==> src/rtl/arm_mem_pkg.sv <==
// Shared constants for the ARM core data-memory responder:
// word width and the MMIO register addresses.
package arm_mem_pkg;

    localparam int WORD_W = 32;

    localparam logic [WORD_W-1:0] MMIO_LED_ADDR = 32'h8000_0000;
    localparam logic [WORD_W-1:0] MMIO_CNT_ADDR = 32'h8000_0004;

endpackage

==> src/rtl/dmem_mmio_regs.sv <==
// MMIO LED register and free-running cycle counter.
// Only instantiated when DMEM_MMIO_EN is defined.
module dmem_mmio_regs
    import arm_mem_pkg::*;
(
    input  logic              clk,
    input  logic              reset,
    input  logic              led_we,
    input  logic [WORD_W-1:0] led_wdata,
    output logic [WORD_W-1:0] leds,
    output logic [WORD_W-1:0] cnt
);

    logic [WORD_W-1:0] leds_d, leds_q;
    logic [WORD_W-1:0] cnt_d, cnt_q;

    always_comb begin
        leds_d = led_we ? led_wdata : leds_q;
        cnt_d  = cnt_q + 1'b1;
    end

    always_ff @(posedge clk) begin
        if (reset) begin
            leds_q <= '0;
            cnt_q  <= '0;
        end else begin
            leds_q <= leds_d;
            cnt_q  <= cnt_d;
        end
    end

    assign leds = leds_q;
    assign cnt  = cnt_q;

endmodule

==> src/rtl/dmem_responder.sv <==
// Data-memory responder: zero-wait loads, posted stores via a one-entry
// write buffer with forwarding. Define DMEM_MMIO_EN for LED/counter MMIO.
module dmem_responder
    import arm_mem_pkg::*;
#(
    parameter int DEPTH_WORDS = 64
) (
    input  logic              clk,
    input  logic              reset,
    input  logic              MemWrite,
    input  logic [WORD_W-1:0] ALUResult,
    input  logic [WORD_W-1:0] WriteData,
    output logic [WORD_W-1:0] ReadData,
    output logic              Err,
    output logic [WORD_W-1:0] Leds
);

    localparam int IDX_W = $clog2(DEPTH_WORDS);
    localparam logic [WORD_W-1:0] RAM_BYTES = WORD_W'(4 * DEPTH_WORDS);

    logic [WORD_W-1:0] ram_q [DEPTH_WORDS];

    logic              wb_vld_d, wb_vld_q;
    logic [IDX_W-1:0]  wb_idx_d, wb_idx_q;
    logic [WORD_W-1:0] wb_data_d, wb_data_q;
    logic              err_d, err_q;

    logic              in_ram;
    logic [IDX_W-1:0]  idx;
    logic              wb_hit;
    logic              st_bad;
    logic [WORD_W-1:0] ram_rd;

`ifdef DMEM_MMIO_EN
    logic              is_led;
    logic              is_cnt;
    logic [WORD_W-1:0] cnt;

    assign is_led = (ALUResult == MMIO_LED_ADDR);
    assign is_cnt = (ALUResult == MMIO_CNT_ADDR);

    dmem_mmio_regs u_mmio (
        .clk       (clk),
        .reset     (reset),
        .led_we    (MemWrite && is_led),
        .led_wdata (WriteData),
        .leds      (Leds),
        .cnt       (cnt)
    );
`else
    // Counter keeps running with no read path when MMIO is absent.
    logic [WORD_W-1:0] cnt_d, cnt_q;

    assign cnt_d = cnt_q + 1'b1;

    always_ff @(posedge clk) begin
        if (reset) cnt_q <= '0;
        else       cnt_q <= cnt_d;
    end

    assign Leds = '0;
`endif

    always_comb begin
        in_ram = (ALUResult[1:0] == 2'b00) && (ALUResult < RAM_BYTES);
        idx    = ALUResult[IDX_W+1:2];
        wb_hit = wb_vld_q && (wb_idx_q == idx);
        ram_rd = wb_hit ? wb_data_q : ram_q[idx];
    end

    always_comb begin
        ReadData = '0;
        if (in_ram) ReadData = ram_rd;
`ifdef DMEM_MMIO_EN
        else if (is_led) ReadData = Leds;
        else if (is_cnt) ReadData = cnt;
`endif
    end

    always_comb begin
`ifdef DMEM_MMIO_EN
        st_bad = MemWrite && !in_ram && !is_led;
`else
        st_bad = MemWrite && !in_ram;
`endif
        wb_vld_d  = MemWrite && in_ram;
        wb_idx_d  = wb_vld_d ? idx : wb_idx_q;
        wb_data_d = wb_vld_d ? WriteData : wb_data_q;
        err_d     = err_q | st_bad;
    end

    always_ff @(posedge clk) begin
        if (reset) begin
            wb_vld_q <= 1'b0;
            err_q    <= 1'b0;
        end else begin
            wb_vld_q <= wb_vld_d;
            err_q    <= err_d;
        end
    end

    always_ff @(posedge clk) begin
        wb_idx_q  <= wb_idx_d;
        wb_data_q <= wb_data_d;
    end

    // Retire happens in the same edge that may accept the next store.
    always_ff @(posedge clk) begin
        if (!reset && wb_vld_q) ram_q[wb_idx_q] <= wb_data_q;
    end

    assign Err = err_q;

endmodule

==> config.mk <==
export PLATFORM = sky130hd
export DESIGN_NAME = dmem_responder
export DESIGN_NICKNAME = d
export VERILOG_FILES = /design/src/rtl/arm_mem_pkg.sv /design/src/rtl/dmem_mmio_regs.sv /design/src/rtl/dmem_responder.sv
export SDC_FILE = /design/constraint.sdc
export NUM_CORES = 2
export LEC_CHECK = 0
export CORE_ASPECT_RATIO = 0.8
export CORE_UTILIZATION = 60
export DETAILED_ROUTE_END_ITERATION = 16
export PLACE_DENSITY = 0.77
export SLEW_MARGIN = 20
export SYNTH_ARGS = -nofsm -noshare
export SYNTH_HDL_FRONTEND = slang
export SYNTH_SLANG_ARGS = --single-unit
==> constraint.sdc <==
create_clock -name clk -period 4.8 [get_ports clk]
set_input_delay 0.96 -clock clk [delete_from_list [all_inputs] [get_ports clk]]
set_output_delay 0.96 -clock clk [all_outputs]
set_load 0.05 [all_outputs]
Yosys cells after proc, flatten, opt, wreduce, memory -nomap -nowiden:

Memory sizes are Yosys's and may differ from the RTL's.
Cells that the tools add are included.

* register bits after elaboration: 40
* bits in writable memories: 2048
* input port bits: 67
* memories kept: 1

* magnitude comparators: 1
* eq/ne operators: 1
* mux-type cells: 4
* bitwise gates (word level): 1
* reduce and logical (&&, ||, !) cells: 8

Memories
* ram_q: depth 64, bits a word 32, rd ports 1, clocked after memory_dff 0, wr ports 1, RTL line dmem_responder.sv:21 `logic [WORD_W-1:0] ram_q [DEPTH_WORDS];`

Operators with widths (count)
* $mux W32: 2
* $lt A32 B9 Y1 const B: 1
* $eq A6 B6 Y1: 1
* $logic_and A1 B1 Y1: 5
* $logic_not A1 Y1: 2
* $logic_not A2 Y1: 1
* $mux W1: 2
* $or A1 B1 Y1: 1

Depth between registers and ports, before layout:

* depth in word-level cells: 5
* gate-level depth with buffers: 12

Worst setup path before layout:

Ideal clock, no wire load.

* kind: input port to output port
* start point: input ALUResult[4]
* end point: output ReadData[13]
* arrival: 3.595 ns
* data required time: 3.840 ns
* setup slack: 0.245 ns
* stages: 8
* buffers on the path: 5
* cell sequence: buf_2 -> buf_2 -> buf_2 -> clkbuf_1 -> clkbuf_1 -> and3_1 -> a22oi_1 -> o21ai_0

* cells in the longest elaborated chain, start to end: 4

RTL lines
* from (decl): RTL line dmem_responder.sv:11 `input logic [WORD_W-1:0] ALUResult,`
* parallel branches: the longest is 3 deep, another holds $lt A32 B9 Y1
* $mux W32 (*): RTL line dmem_responder.sv:73 `if (in_ram) ReadData = ram_rd;`
* to (decl): RTL line dmem_responder.sv:13 `output logic [WORD_W-1:0] ReadData,`

Every way passes the cells marked *.

Worst setup path after layout:

* start point: input ALUResult[7]
* end point: output ReadData[23]

Same word-level chain as after synthesis.

==> results.ini <==
[synthesis]
synth_area_leaders=edfxtp_1 (78%), mux4_2 (16%), mux2i_1 (1.1%)
async_flop_share=0
synth_common_cells=edfxtp_1 (2086), mux4_2 (562), nor2_1 (96)
synth_ff_type=edfxtp_1
yosys_warnings=0
synthCells=3360
synth_seq_area_share=0.785
synth_edf_count=2086
synth.ff_latch_count=2088
yosysTopAreaCell=edfxtp_1
synth_cell_types=47
yosysTopAreaCellShare=0.785
syn_avg_cell_area_um2=23.8
yosysMostFrequentCell=edfxtp_1
netlist_area_um2=79800

[timing]
rsz0062_at_grt=true
setup_violations=0
hold_viol=0
setup_ws_ns=0.000955
hold-worst-slack_ns=0.546
fmax_ghz=0.208
worst_pin_slew_ns=0.951
clock_skew_ns=0.0390
drv_slew=0
maxSlewHeadroom=0.364
period_share=1.00
min_period_ns=4.80

[setup_path]
path_class=in2out
start_kind=primary input
end_kind=output port
critPathMaxFanout=13
critPathSlowestCell=clkdlybuf4s50_1
required_ns=3.84
path_cells=clkdlybuf4s50_1 -> xnor2_1 -> nand2_1 -> nor3_2 -> buf_6 -> nor3b_1 -> buf_4 -> a22o_1 -> a221o_1 -> buf_12
max_stage_delay_ns=0.67
worstPathArrival_ns=3.84
crit_buf_inv=4
critPathTopFamily=buffers and inverters

[final_layout]
final_nets=3848
seq_area_um2=62700
layout-area-overhead-vs-synth_pct=15.0
drive_above_1_share=0.317
multi_input_area_um2=16600
fill_cells=7422
finalInstanceArea_um2=91800

[global_route]
grt_pass1_vias=41065
grt_pass1_wl_um=308000
gr-total-overflow=0
antenna_found_initial=6
track_usage=0.335
grt_max_degree=66

[clock_tree]
clock_latency_ns=0.84
numCtsBuffers=190
ctsHoldBuffers=0
cts_setup_buffers=0
cts.reportedPaths.clkPinSlew_ns=0.06
cts_tree=yes
htreeDepth=4
clock-root-buffer=clkbuf_16
clock-sinks=2088
clockBufferDepth=3

[route]
drtIter0Drc=7780
drc=22
antenna_left=0
wl_per_cell_um=39.1
wl_um=223000
vias=41288
dr.pass1.iters=12
vias_per_cell=7.25

[floorplanning]
core_um2=132000
placementRows=119
die_h_um=328
die_area_um2=134000
ios=132
start_util=0.606
fp.dieW_um=410

[status]
outcome=complete, but fails checks
violations=design-rule violations

[worst_hold_path]
hold_path.class=in2reg

[place]
io_buffers=99
placed_cell_area_um2=85700
dp_slack_ns=-0.236
gp_congestion=0.893
dp_hpwl_um=123000

[power_and_ir_drop]
ir_drop_mv=0.311
leakagePower_nw=28.9
power_density_nw_per_um2=392

[flow_run]
maxCapViolations=0

-- cell usage in the layout (no fill, tap or decap), types with 23 or more instances in the layout --
master,count
clkbuf_16,197
nand2_1,41
clkbuf_1,43
nor2_4,66
buf_12,82
clkdlybuf4s50_1,62
buf_4,253
clkinv_1,40
mux2i_1,88
clkinv_2,33
conb_1,32
mux4_2,562
a22oi_1,31
o22ai_1,58
nor2_1,29
a221o_1,23
edfxtp_1,2086
-- kinds of logic after synthesis --
| family | synth area share |
|---|---|
| DFF | 0.785 |
| muxes | 0.170 |
| and+or+nand+nor | 0.0124 |
| buffers and inverters | 0.0147 |
| AOI/OAI and AO/OA | 0.0170 |
| xor gates and xnor gates | 0.000658 |
| other | 0.0000470 |
-- final cells by class --
class	count	area share
antenna	4	0.000109
clock buffer	246	0.0562
clock inverter	98	0.00927
inverter	5	0.000218
multi-input combinational	1093	0.181
sequential	2088	0.683
tap	1754	0.0239
timing repair buffer	403	0.0463
-- power breakdown --
group	internal (mW)	switching, mW	leakage, nW
sequential	19.7	0.000925	18.8
combinational	0.652	0.751	7.17
clock	8.31	6.55	2.94
total	28.7	7.30	28.9
-- metal layers --
metal	global-route usage	vias to the layer above	routed length, um
met1	0.460	21403	76400
met3	0.111	647	33400
met2	0.499	3942	102000
li1	-	15286	-
met5	0.00422	-	147
met4	0.145	10	10700
-- state kept, by name, summed over array words and instances (netlist names) --
signal / flops
wb_data_q: 32
ram_q: 2048
Err: 1
wb_idx_q: 6
wb_vld_q: 1
-- per-stage QoR --
step / setup TNS [ns] / util / cells / total power, mW
2_1_floorplan: 0 / - / 3391 / 21.1
3_3_place_gp: -3.84 / 0.650 / 5342 / 21.5
3_5_place_dp: -2.01 / 0.650 / 5342 / 21.5
4_1_cts: 0 / 0.696 / 5686 / 36.0
5_1_grt: -0.133 / 0.697 / 5688 / 36.7
6_report: 0 / 0.697 / 5691 / 36.0
-- path summary, 6_finish.rpt --
kind,to,slack [ns],startpoint,cells after the start
max reg2reg,ram_q[22][10],1.96,wb_idx_q[2],4
min,wb_idx_q[2],0.55,ALUResult[4],1
max,ReadData[23],0.001,ALUResult[7],10
min reg2reg,Err,0.59,Err,2
-- worst reg2reg max path: stages (launching register included) --
cell and delay, ns:
edfxtp_1 0.40, and3b_1 0.26, nand2_1 0.54, nor2_4 0.89, buf_4 0.42
-- timing repair --
item / CTS / global route
gates resized for setup: 4 / 10
setup endpoints to repair: 25 / 16
cloned: 0 / 1
pin swaps: 0 / 2
(Power assumes the default switching activity.)
